--- src/rtl/aes_round_ctrl.sv ---
// aes_round_ctrl: iterative AES-128 encryption sequencer.
// Owns the round FSM and the round counter, drives the enables and selects of the
// shared round datapath, and handshakes with key expansion and the ciphertext consumer.
// Optional feature macro: AES_ABORT_EN adds an 'abort' input that returns the FSM
// to IDLE from any state without a done pulse.
module aes_round_ctrl #(
  parameter int NR     = 10,
  parameter int RIDX_W = 4
) (
  input  logic              clk,
  input  logic              rst_n,
  input  logic              start,
  output logic              in_ready,
  output logic              key_req,
  input  logic              key_valid,
  output logic [RIDX_W-1:0] round_idx,
  output logic              load_in,
  output logic              round_en,
  output logic              last_round,
  output logic              busy,
  output logic              out_valid,
  input  logic              out_ready,
`ifdef AES_ABORT_EN
  input  logic              abort,
`endif
  output logic              done
);

  typedef enum logic [1:0] {
    IDLE  = 2'd0,
    KEY0  = 2'd1,
    ROUND = 2'd2,
    OUT   = 2'd3
  } state_t;

  localparam logic [RIDX_W-1:0] NR_IDX  = RIDX_W'(NR);
  localparam logic [RIDX_W-1:0] IDX_ONE = RIDX_W'(1);

  state_t            state_q, state_d;
  logic [RIDX_W-1:0] round_idx_q, round_idx_d;

  // State and round counter registers; reset discards any partial block.
  always_ff @(posedge clk or negedge rst_n) begin
    if (!rst_n) begin
      state_q     <= IDLE;
      round_idx_q <= '0;
    end else begin
      state_q     <= state_d;
      round_idx_q <= round_idx_d;
    end
  end

  // Next-state logic plus the handshake-dependent strobes (load_in, round_en, done).
  always_comb begin
    state_d     = state_q;
    round_idx_d = round_idx_q;
    load_in     = 1'b0;
    round_en    = 1'b0;
    done        = 1'b0;
    case (state_q)
      IDLE: begin
        if (start) begin
          state_d     = KEY0;
          round_idx_d = '0;
        end
      end
      KEY0: begin
        load_in = key_valid;
        if (key_valid) begin
          state_d     = ROUND;
          round_idx_d = IDX_ONE;
        end
      end
      ROUND: begin
        round_en = key_valid;
        if (key_valid) begin
          if (round_idx_q == NR_IDX) begin
            state_d     = OUT;
            round_idx_d = '0;
          end else begin
            round_idx_d = round_idx_q + IDX_ONE;
          end
        end
      end
      OUT: begin
        done = out_ready;
        if (out_ready) begin
          state_d = IDLE;
        end
      end
      default: begin
        state_d     = IDLE;
        round_idx_d = '0;
      end
    endcase
`ifdef AES_ABORT_EN
    if (abort) begin
      state_d     = IDLE;
      round_idx_d = '0;
      load_in     = 1'b0;
      round_en    = 1'b0;
      done        = 1'b0;
    end
`endif
  end

  // Outputs decoded purely from registered state so they are glitch-free.
  always_comb begin
    in_ready   = (state_q == IDLE);
    key_req    = (state_q == KEY0) || (state_q == ROUND);
    busy       = (state_q != IDLE);
    out_valid  = (state_q == OUT);
    last_round = (state_q == ROUND) && (round_idx_q == NR_IDX);
    round_idx  = round_idx_q;
  end

endmodule

--- config.mk ---
export PLATFORM = sky130hd
export DESIGN_NAME = aes_round_ctrl
export DESIGN_NICKNAME = d
export VERILOG_FILES = /design/src/rtl/aes_round_ctrl.sv
export SDC_FILE = /design/constraint.sdc
export NUM_CORES = 1
export LEC_CHECK = 0
export CAP_MARGIN = 20
export CELL_PAD_IN_SITES_DETAIL_PLACEMENT = 0
export CELL_PAD_IN_SITES_GLOBAL_PLACEMENT = 1
export CORE_AREA = 5 5 42 44
export CTS_BUF_LIST = sky130_fd_sc_hd__clkbuf_2 sky130_fd_sc_hd__clkbuf_4 sky130_fd_sc_hd__clkbuf_8
export DETAILED_ROUTE_END_ITERATION = 7
export DIE_AREA = 0 0 47 49
export PLACE_DENSITY = 0.83
export RECOVER_POWER = 100
export SYNTH_ARGS = -nofsm -noshare
export SYNTH_HDL_FRONTEND = slang
export SYNTH_SLANG_ARGS = --single-unit
--- constraint.sdc ---
create_clock -name clk -period 2.7 [get_ports clk]
set_input_delay 0.27 -clock clk [delete_from_list [all_inputs] [get_ports clk]]
set_output_delay 0.27 -clock clk [all_outputs]
set_load 0.01 [all_outputs]
==> run_results.csv, run 1 <==
group,metric,value,unit
run_status,outcome,"finished clean",
route,num_vias,378,
finish,area_growth,44.44,%
timing,max_freq,0.4779,GHz
hold_path,hold_class,"input port to asynchronous set/reset pin",
clocking,post_cts_buffers,0,
clocking,ctsResizeCount,0,
clocking,path_clk_slew,0.04,ns
clocking,clock_path_buffers,2,
finish,final_cell_mix,"dlygate4sd3_1 (13), ha_1 (7), inv_1 (6), dfrtp_1 (6)",
logic_synthesis,netlist_area,450.4,µm²
pwr,ir_drop,0.5624,mV
grt,grt_pass1_wl,1614,µm
pwr,power_frac_comb,63.8,%
die,die_w,47,µm
timing,finalSetupTns,0,ns
worst_setup_path,cpPeakStageDelay,0.59,ns
finish,final_nets,79,
timing,relSlewSlack,82.23,%
logic_synthesis,synth-seq-cells,6,
route,drt-met1-wl,439,µm
clocking,tritoncts,"done",
route,via_per_inst,4.667,
pwr,p_int,0.3660,mW
pwr,powerDensity,967.1,mW/mm²
finish,layout_commonest_cell,"dlygate4sd3_1",
die,design.die.area,0.002303,mm²
route,met2_length,426,µm
timing,setup_viol,0,
pwr,p_seq_share,23.6,%
route,maxUsedRoutingLayer,"met3",
clocking,cts_root_buffer,"clkbuf_4",
clocking,holdBufCountCts,0,
grt,grtUsageTotal,9.483,%
grt,grt-ovfl-total,0,
route,dr_wl_met3,54,µm
timing,whs,0.3373,ns
pwr,switchingPower,0.2632,mW
logic_synthesis,yosysWarnings,0,
place,gp_congestion,0.7118,
worst_setup_path,arrival,1.82,ns
timing,skew,0.002412,ns
logic_synthesis,syn-num-nets,58,
worst_setup_path,critPathLaunch,"state_q[0]",
timing,rsz0062_at_grt,"no",
die,start_util,32.14,%
worst_setup_path,worst-r2r-cell-count,6,
logic_synthesis,ys_seq_area_share,33.33,%
worst_setup_path,cp-start-kind,"register",
logic_synthesis,synth.avg_cell_area,9.792,µm²
pwr,clock_power_share,12.6,%
logic_synthesis,synth_cell_types,23,
worst_setup_path,crit_chain,"inv_1 > ha_1 > and2_2 > dlygate4sd3_1",
grt,antenna_found_initial,0,
timing,finalHoldViolCount,0,
run,max-cap-violations,0,
timing,slew_viol_final,0,
timing,worstMarginPinSlew,0.2656,ns
worst_setup_path,regToRegSetupSlack,0.94,ns
worst_setup_path,slowest_stage,"dlygate4sd3_1",
logic_synthesis,postSynthCellCount,46,
timing,min_period,2.092,ns
route,wire_per_inst,11.37,µm
die,core.rowCount,14,
worst_setup_path,path_class,"register to output port",
grt,grt_max_degree,8,
finish,post-route-util,46.43,%
finish,drive_above_1_share,12.31,%
timing,post-route-period-util,77.49,%
worst_setup_path,crit_path_end,"round_en",
route,first_iter_violations,4,
route,first_pass_iters,4,
worst_setup_path,worstSetupEndpointType,"output port",
worst_setup_path,regToRegStartpoint,"state_q[0]",
clocking,cts_made_buffers,3,
finish,n_antenna_cell,0,
grt,grt_pass1_vias,366,
die,die_height,49,µm
worst_setup_path,reg2reg_to,"round_idx[3]",
pwr,power,0.6292,mW
pwr,leakage,0.3180,nW
clocking,clock_sinks,6,
die,ios,17,
clocking,worstSkewPairLatency,0.24,ns
die,core_area,0.001401,mm²
place,dp_hpwl,770.5,µm
route,drc,0,
worst_setup_path,worst-path-max-fanout,7,
worst_setup_path,cp_data_required_time,2.43,ns
route,wl,921,µm
place,port_buffers,16,
clocking,htreeDepth,1,
pwr,swShare,41.83,%
route,ant_nets,0,
-- how the worst min path moves through the flow --
stage                     depth (start not counted)  start      endpoint
after global placement                            1  rst_n  round_idx[3]
after floorplan                                   0  rst_n  round_idx[0]
after CTS                                         1  rst_n  round_idx[3]
after detailed placement                          1  rst_n  round_idx[2]
after global routing                              1  rst_n    state_q[1]
final                                             1  rst_n  round_idx[3]
-- critical path: cells and delay by family, from the launching register on --
| kind | cells | cell delay [ns] |
|---|---|---|
| fa+ha+maj | 1 | 0.28 |
| buf+inv | 2 | 0.68 |
| flops | 1 | 0.41 |
| simple gates | 1 | 0.21 |
-- synthesized netlist by cell type (all sizes together) --
cell type  count  area share, %
nand2b         3            4.2
a21oi          1            1.1
nand3b         2            4.2
o21ai          1            1.1
o2bb2ai        1            1.9
dfrtp          6             33
o32a           1            2.5
o31ai          2            4.4
nand3          3            3.3
a2bb2oi        1            1.9
ha             7             19
nor2           1           0.83
or2            1            1.9
o21bai         2            4.2
mux2i          1            2.2
inv            6            5.0
and2           3            4.4
nand2          3            2.5
a31oi          1            1.4
-- stage by stage --
step | setup slack, ns | cells | instance area (µm²)
finish | 0.6077 | 81 | 650.6
global route | 0.4527 | 81 | 650.6
CTS | 0.6809 | 81 | 653.1
detailed placement | 0.9417 | 78 | 630.6
global placement | 0.9668 | 78 | 630.6
floorplan | 1.130 | 46 | 450.4
-- sequential cells by signal, indices dropped and copies added, names as in the netlist --
name and flops:
round_idx 4, state_q 2
-- power by group through the flow --
stage               sequential (mW)  combinational [mW]  clock [mW]
floorplan                     0.148               0.266           0
global placement              0.150               0.441           0
detailed placement            0.150               0.440           0
CTS                           0.149               0.442      0.0834
global route                  0.154               0.462      0.0921
finish                        0.148               0.402      0.0792
-- final cells by class --
type	count	area [µm²]
fillers	145	750.7
multi-input cells	34	275.3
repair buffers	16	160.2
flip-flops and latches	6	150.1
clock buffers	3	22.52
inverters	6	22.52
well taps	16	20.02
-- cells by family (layout without fill, tap and decap cells) --
kind of cell             after synthesis  in the layout  share of synthesized area, %
AND/OR/NAND/NOR                       16             16                         21.39
AO/OA/AOI/OAI                         10             10                         18.61
adder cells (fa/ha/maj)                7              7                         19.44
flip-flops                             6              6                         33.33
buffers and inverters                  6             25                         5.000
multiplexers                           1              1                         2.222
-- routing by layer --
layer / track usage (%) / up-vias
met4: 5.530 / 0
met3: 2.214 / 0
li1: - / 196
met2: 12.67 / 12
met1: 13.39 / 170
met5: 0 / -
Power figures use the tool's default switching activity.
==> inputs of run 2 (changes only) <==
--- a/config.mk
+++ b/config.mk
@@ -8,11 +8,11 @@
 export CAP_MARGIN = 20
 export CELL_PAD_IN_SITES_DETAIL_PLACEMENT = 0
 export CELL_PAD_IN_SITES_GLOBAL_PLACEMENT = 1
-export CORE_AREA = 5 5 42 44
+export CORE_AREA = 5 5 46 48
 export CTS_BUF_LIST = sky130_fd_sc_hd__clkbuf_2 sky130_fd_sc_hd__clkbuf_4 sky130_fd_sc_hd__clkbuf_8
 export DETAILED_ROUTE_END_ITERATION = 7
-export DIE_AREA = 0 0 47 49
-export PLACE_DENSITY = 0.83
+export DIE_AREA = 0 0 51 53
+export PLACE_DENSITY = 0.73
 export RECOVER_POWER = 100
 export SYNTH_ARGS = -nofsm -noshare
 export SYNTH_HDL_FRONTEND = slang
==> constraint.sdc (replaced) <==
create_clock -name clk -period 1.85 [get_ports clk]
set_input_delay 0.185 -clock clk [delete_from_list [all_inputs] [get_ports clk]]
set_output_delay 0.185 -clock clk [all_outputs]
set_load 0.01 [all_outputs]
==> run 2 against run 1 <==
  * Cell count increased by 3.7%
  * Non-clock buffer count increased by 2
  * Sequential share of layout area decreased by 0.79 points
  * Power increased by 61%
  * Die area increased by 17%
  * Worst hold slack got worse by 0.087 ns
  * First-iteration DRC count decreased by 75%
  * Cell area increased by 4.4%
  * Register-to-register slack got worse by 0.75 ns
  * Critical path type unchanged
  * Critical endpoint unchanged
  * Largest cell class unchanged
==> run_results.csv, run 2 (synthesis results as in run 1) <==
group,metric,value,unit
finish,layout_commonest_cell,"clkdlybuf4s50_1",
clocking,cts_made_buffers,3,
finish,final_cell_mix,"clkdlybuf4s50_1 (8), ha_1 (5), dlygate4sd3_1 (5), dfrtp_1 (5), inv_1 (4)",
worst_setup_path,arrival,1.59,ns
timing,max_freq,0.5632,GHz
die,ios,17,
place,place_inst,80,
hold_path,hold_class,"input port to asynchronous set/reset pin",
grt,grtUsageTotal,7.890,%
grt,grt_pass1_vias,363,
timing,slew_viol_final,0,
grt,grt-ovfl-total,0,
pwr,switchingPower,0.4089,mW
timing,finalHoldViolCount,0,
clocking,cts_root_buffer,"clkbuf_4",
pwr,p_int,0.6010,mW
route,num_vias,384,
worst_setup_path,path_class,"register to output port",
timing,setup_viol,0,
pwr,p_seq_share,22.4,%
pwr,leakage,0.3172,nW
clocking,worstSkewPairLatency,0.24,ns
clocking,clock_sinks,6,
finish,final_area,679.4,µm²
die,core_area,0.001670,mm²
clocking,clock_path_buffers,2,
timing,worstMarginPinSlew,0.2566,ns
die,design.die.area,0.002703,mm²
route,drc,0,
timing,whs,0.2506,ns
finish,n_antenna_cell,0,
pwr,swShare,40.49,%
route,first_pass_iters,4,
finish,drive_above_1_share,22.39,%
pwr,power_frac_comb,66.3,%
route,first_iter_violations,1,
finish,largest_register_ffs,4,
route,ant_nets,0,
timing,final.setup.worst_slack,0.07457,ns
worst_setup_path,worstSetupEndpointType,"output port",
pwr,ir_drop,0.6657,mV
place,post-place-ws,0.1625,ns
grt,antenna_found_initial,0,
grt,grt_pass1_wl,1580,µm
finish,area_growth,50.83,%
finish,final_nets,81,
die,start_util,26.97,%
clocking,htreeDepth,1,
worst_setup_path,cp_data_required_time,1.66,ns
place,port_buffers,16,
pwr,powerDensity,1486,mW/mm²
timing,min_period,1.775,ns
clocking,tritoncts,"done",
worst_setup_path,worst-path-max-fanout,7,
finish,instances_no_fill,84,
die,core.rowCount,15,
timing,relSlewSlack,82.84,%
timing,rsz0062_at_grt,"no",
timing,post-route-period-util,95.97,%
die,die_w,51,µm
die,die_height,53,µm
run_status,outcome,"finished clean",
worst_setup_path,critPathLaunch,"state_q[0]",
route,wl,951,µm
worst_setup_path,regToRegStartpoint,"state_q[0]",
place,dp_hpwl,806.5,µm
pwr,clock_power_share,11.3,%
run,max-cap-violations,0,
clocking,path_clk_slew,0.04,ns
place,gp_congestion,0.6819,
timing,skew,0.0001998,ns
route,wire_per_inst,11.32,µm
grt,grt_max_degree,8,
worst_setup_path,cp-start-kind,"register",
route,via_per_inst,4.571,
clocking,holdBufCountCts,0,
place,post_dp_cell_area,639.4,µm²
run 2: changes by cell type in the layout (fill, tap and decap cells not counted), sizes merged:
cell           change
buf                +2
clkdlybuf4s25      +1
clkdlybuf4s50      +5
dlygate4sd2        +2
dlygate4sd3        -8
run 2: path summary, 6_finish.rpt:
check | endpoint | slack [ns] | cells after the start
min | round_idx[2] | 0.25 | 1
max | round_en | 0.07 | 4
max in group asynchronous | state_q[1] | 1.38 | 1
max reg2reg | round_idx[3] | 0.19 | 6
min in group clk | round_idx[1] | 0.56 | 2
min reg2reg | round_idx[1] | 0.56 | 2
run 2: what timing repair did:
action	4_1_cts	5_1_grt
setup buffers	0	1
gates resized for setup	5	4
endpoints found under the setup margin	2	3
run 2: power groups by stage:
stage	Clock, mW	Combinational (mW)	Sequential [mW]
detailed placement	0	0.672	0.218
CTS	0.121	0.679	0.222
finish	0.114	0.670	0.226
floorplan	0	0.389	0.216
global route	0.129	0.748	0.235
global placement	0	0.673	0.217
run 2: stage by stage:
stage	power (mW)	util (%)	setup TNS, ns
floorplan	0.6053	-	0
global placement	0.8904	38.28	0
detailed placement	0.8899	38.28	0
CTS	1.021	40.37	-0.01010
global route	1.113	40.67	0
finish	1.010	40.67	0
run 2: final cells by class:
| type | instances | area [µm²] |
|---|---|---|
| Tap cell | 17 | 21.27 |
| Fill cell | 176 | 991.0 |
| Timing Repair Buffer | 18 | 172.7 |
| Sequential cell | 6 | 151.4 |
| Clock buffer | 3 | 22.52 |
| Multi-Input combinational cell | 34 | 289.0 |
| Inverter | 6 | 22.52 |
run 2: critical path, stage by stage, from the launching register on:
cell and delay, ns:
dfrtp_1 0.42, inv_2 0.10, ha_4 0.17, and2_2 0.14, clkdlybuf4s50_1 0.52
run 2: metal layers:
layer  vias up  track usage, %  routed length, µm
li1        199               -                  -
met1       176           9.710                420
met2         7           12.02                480
met3         2           1.127                 35
met4         0           6.726                 14
met5         -               0                  0
==> inputs of run 3 (changes only) <==
--- a/config.mk
+++ b/config.mk
@@ -12,6 +12,7 @@
 export CTS_BUF_LIST = sky130_fd_sc_hd__clkbuf_2 sky130_fd_sc_hd__clkbuf_4 sky130_fd_sc_hd__clkbuf_8
 export DETAILED_ROUTE_END_ITERATION = 7
 export DIE_AREA = 0 0 51 53
+export GPL_ROUTABILITY_DRIVEN = 1
 export PLACE_DENSITY = 0.73
 export RECOVER_POWER = 100
 export SYNTH_ARGS = -nofsm -noshare
==> results of run 3 <==
Same layout as run 2: the final DEF is identical, and so are final timing and power.
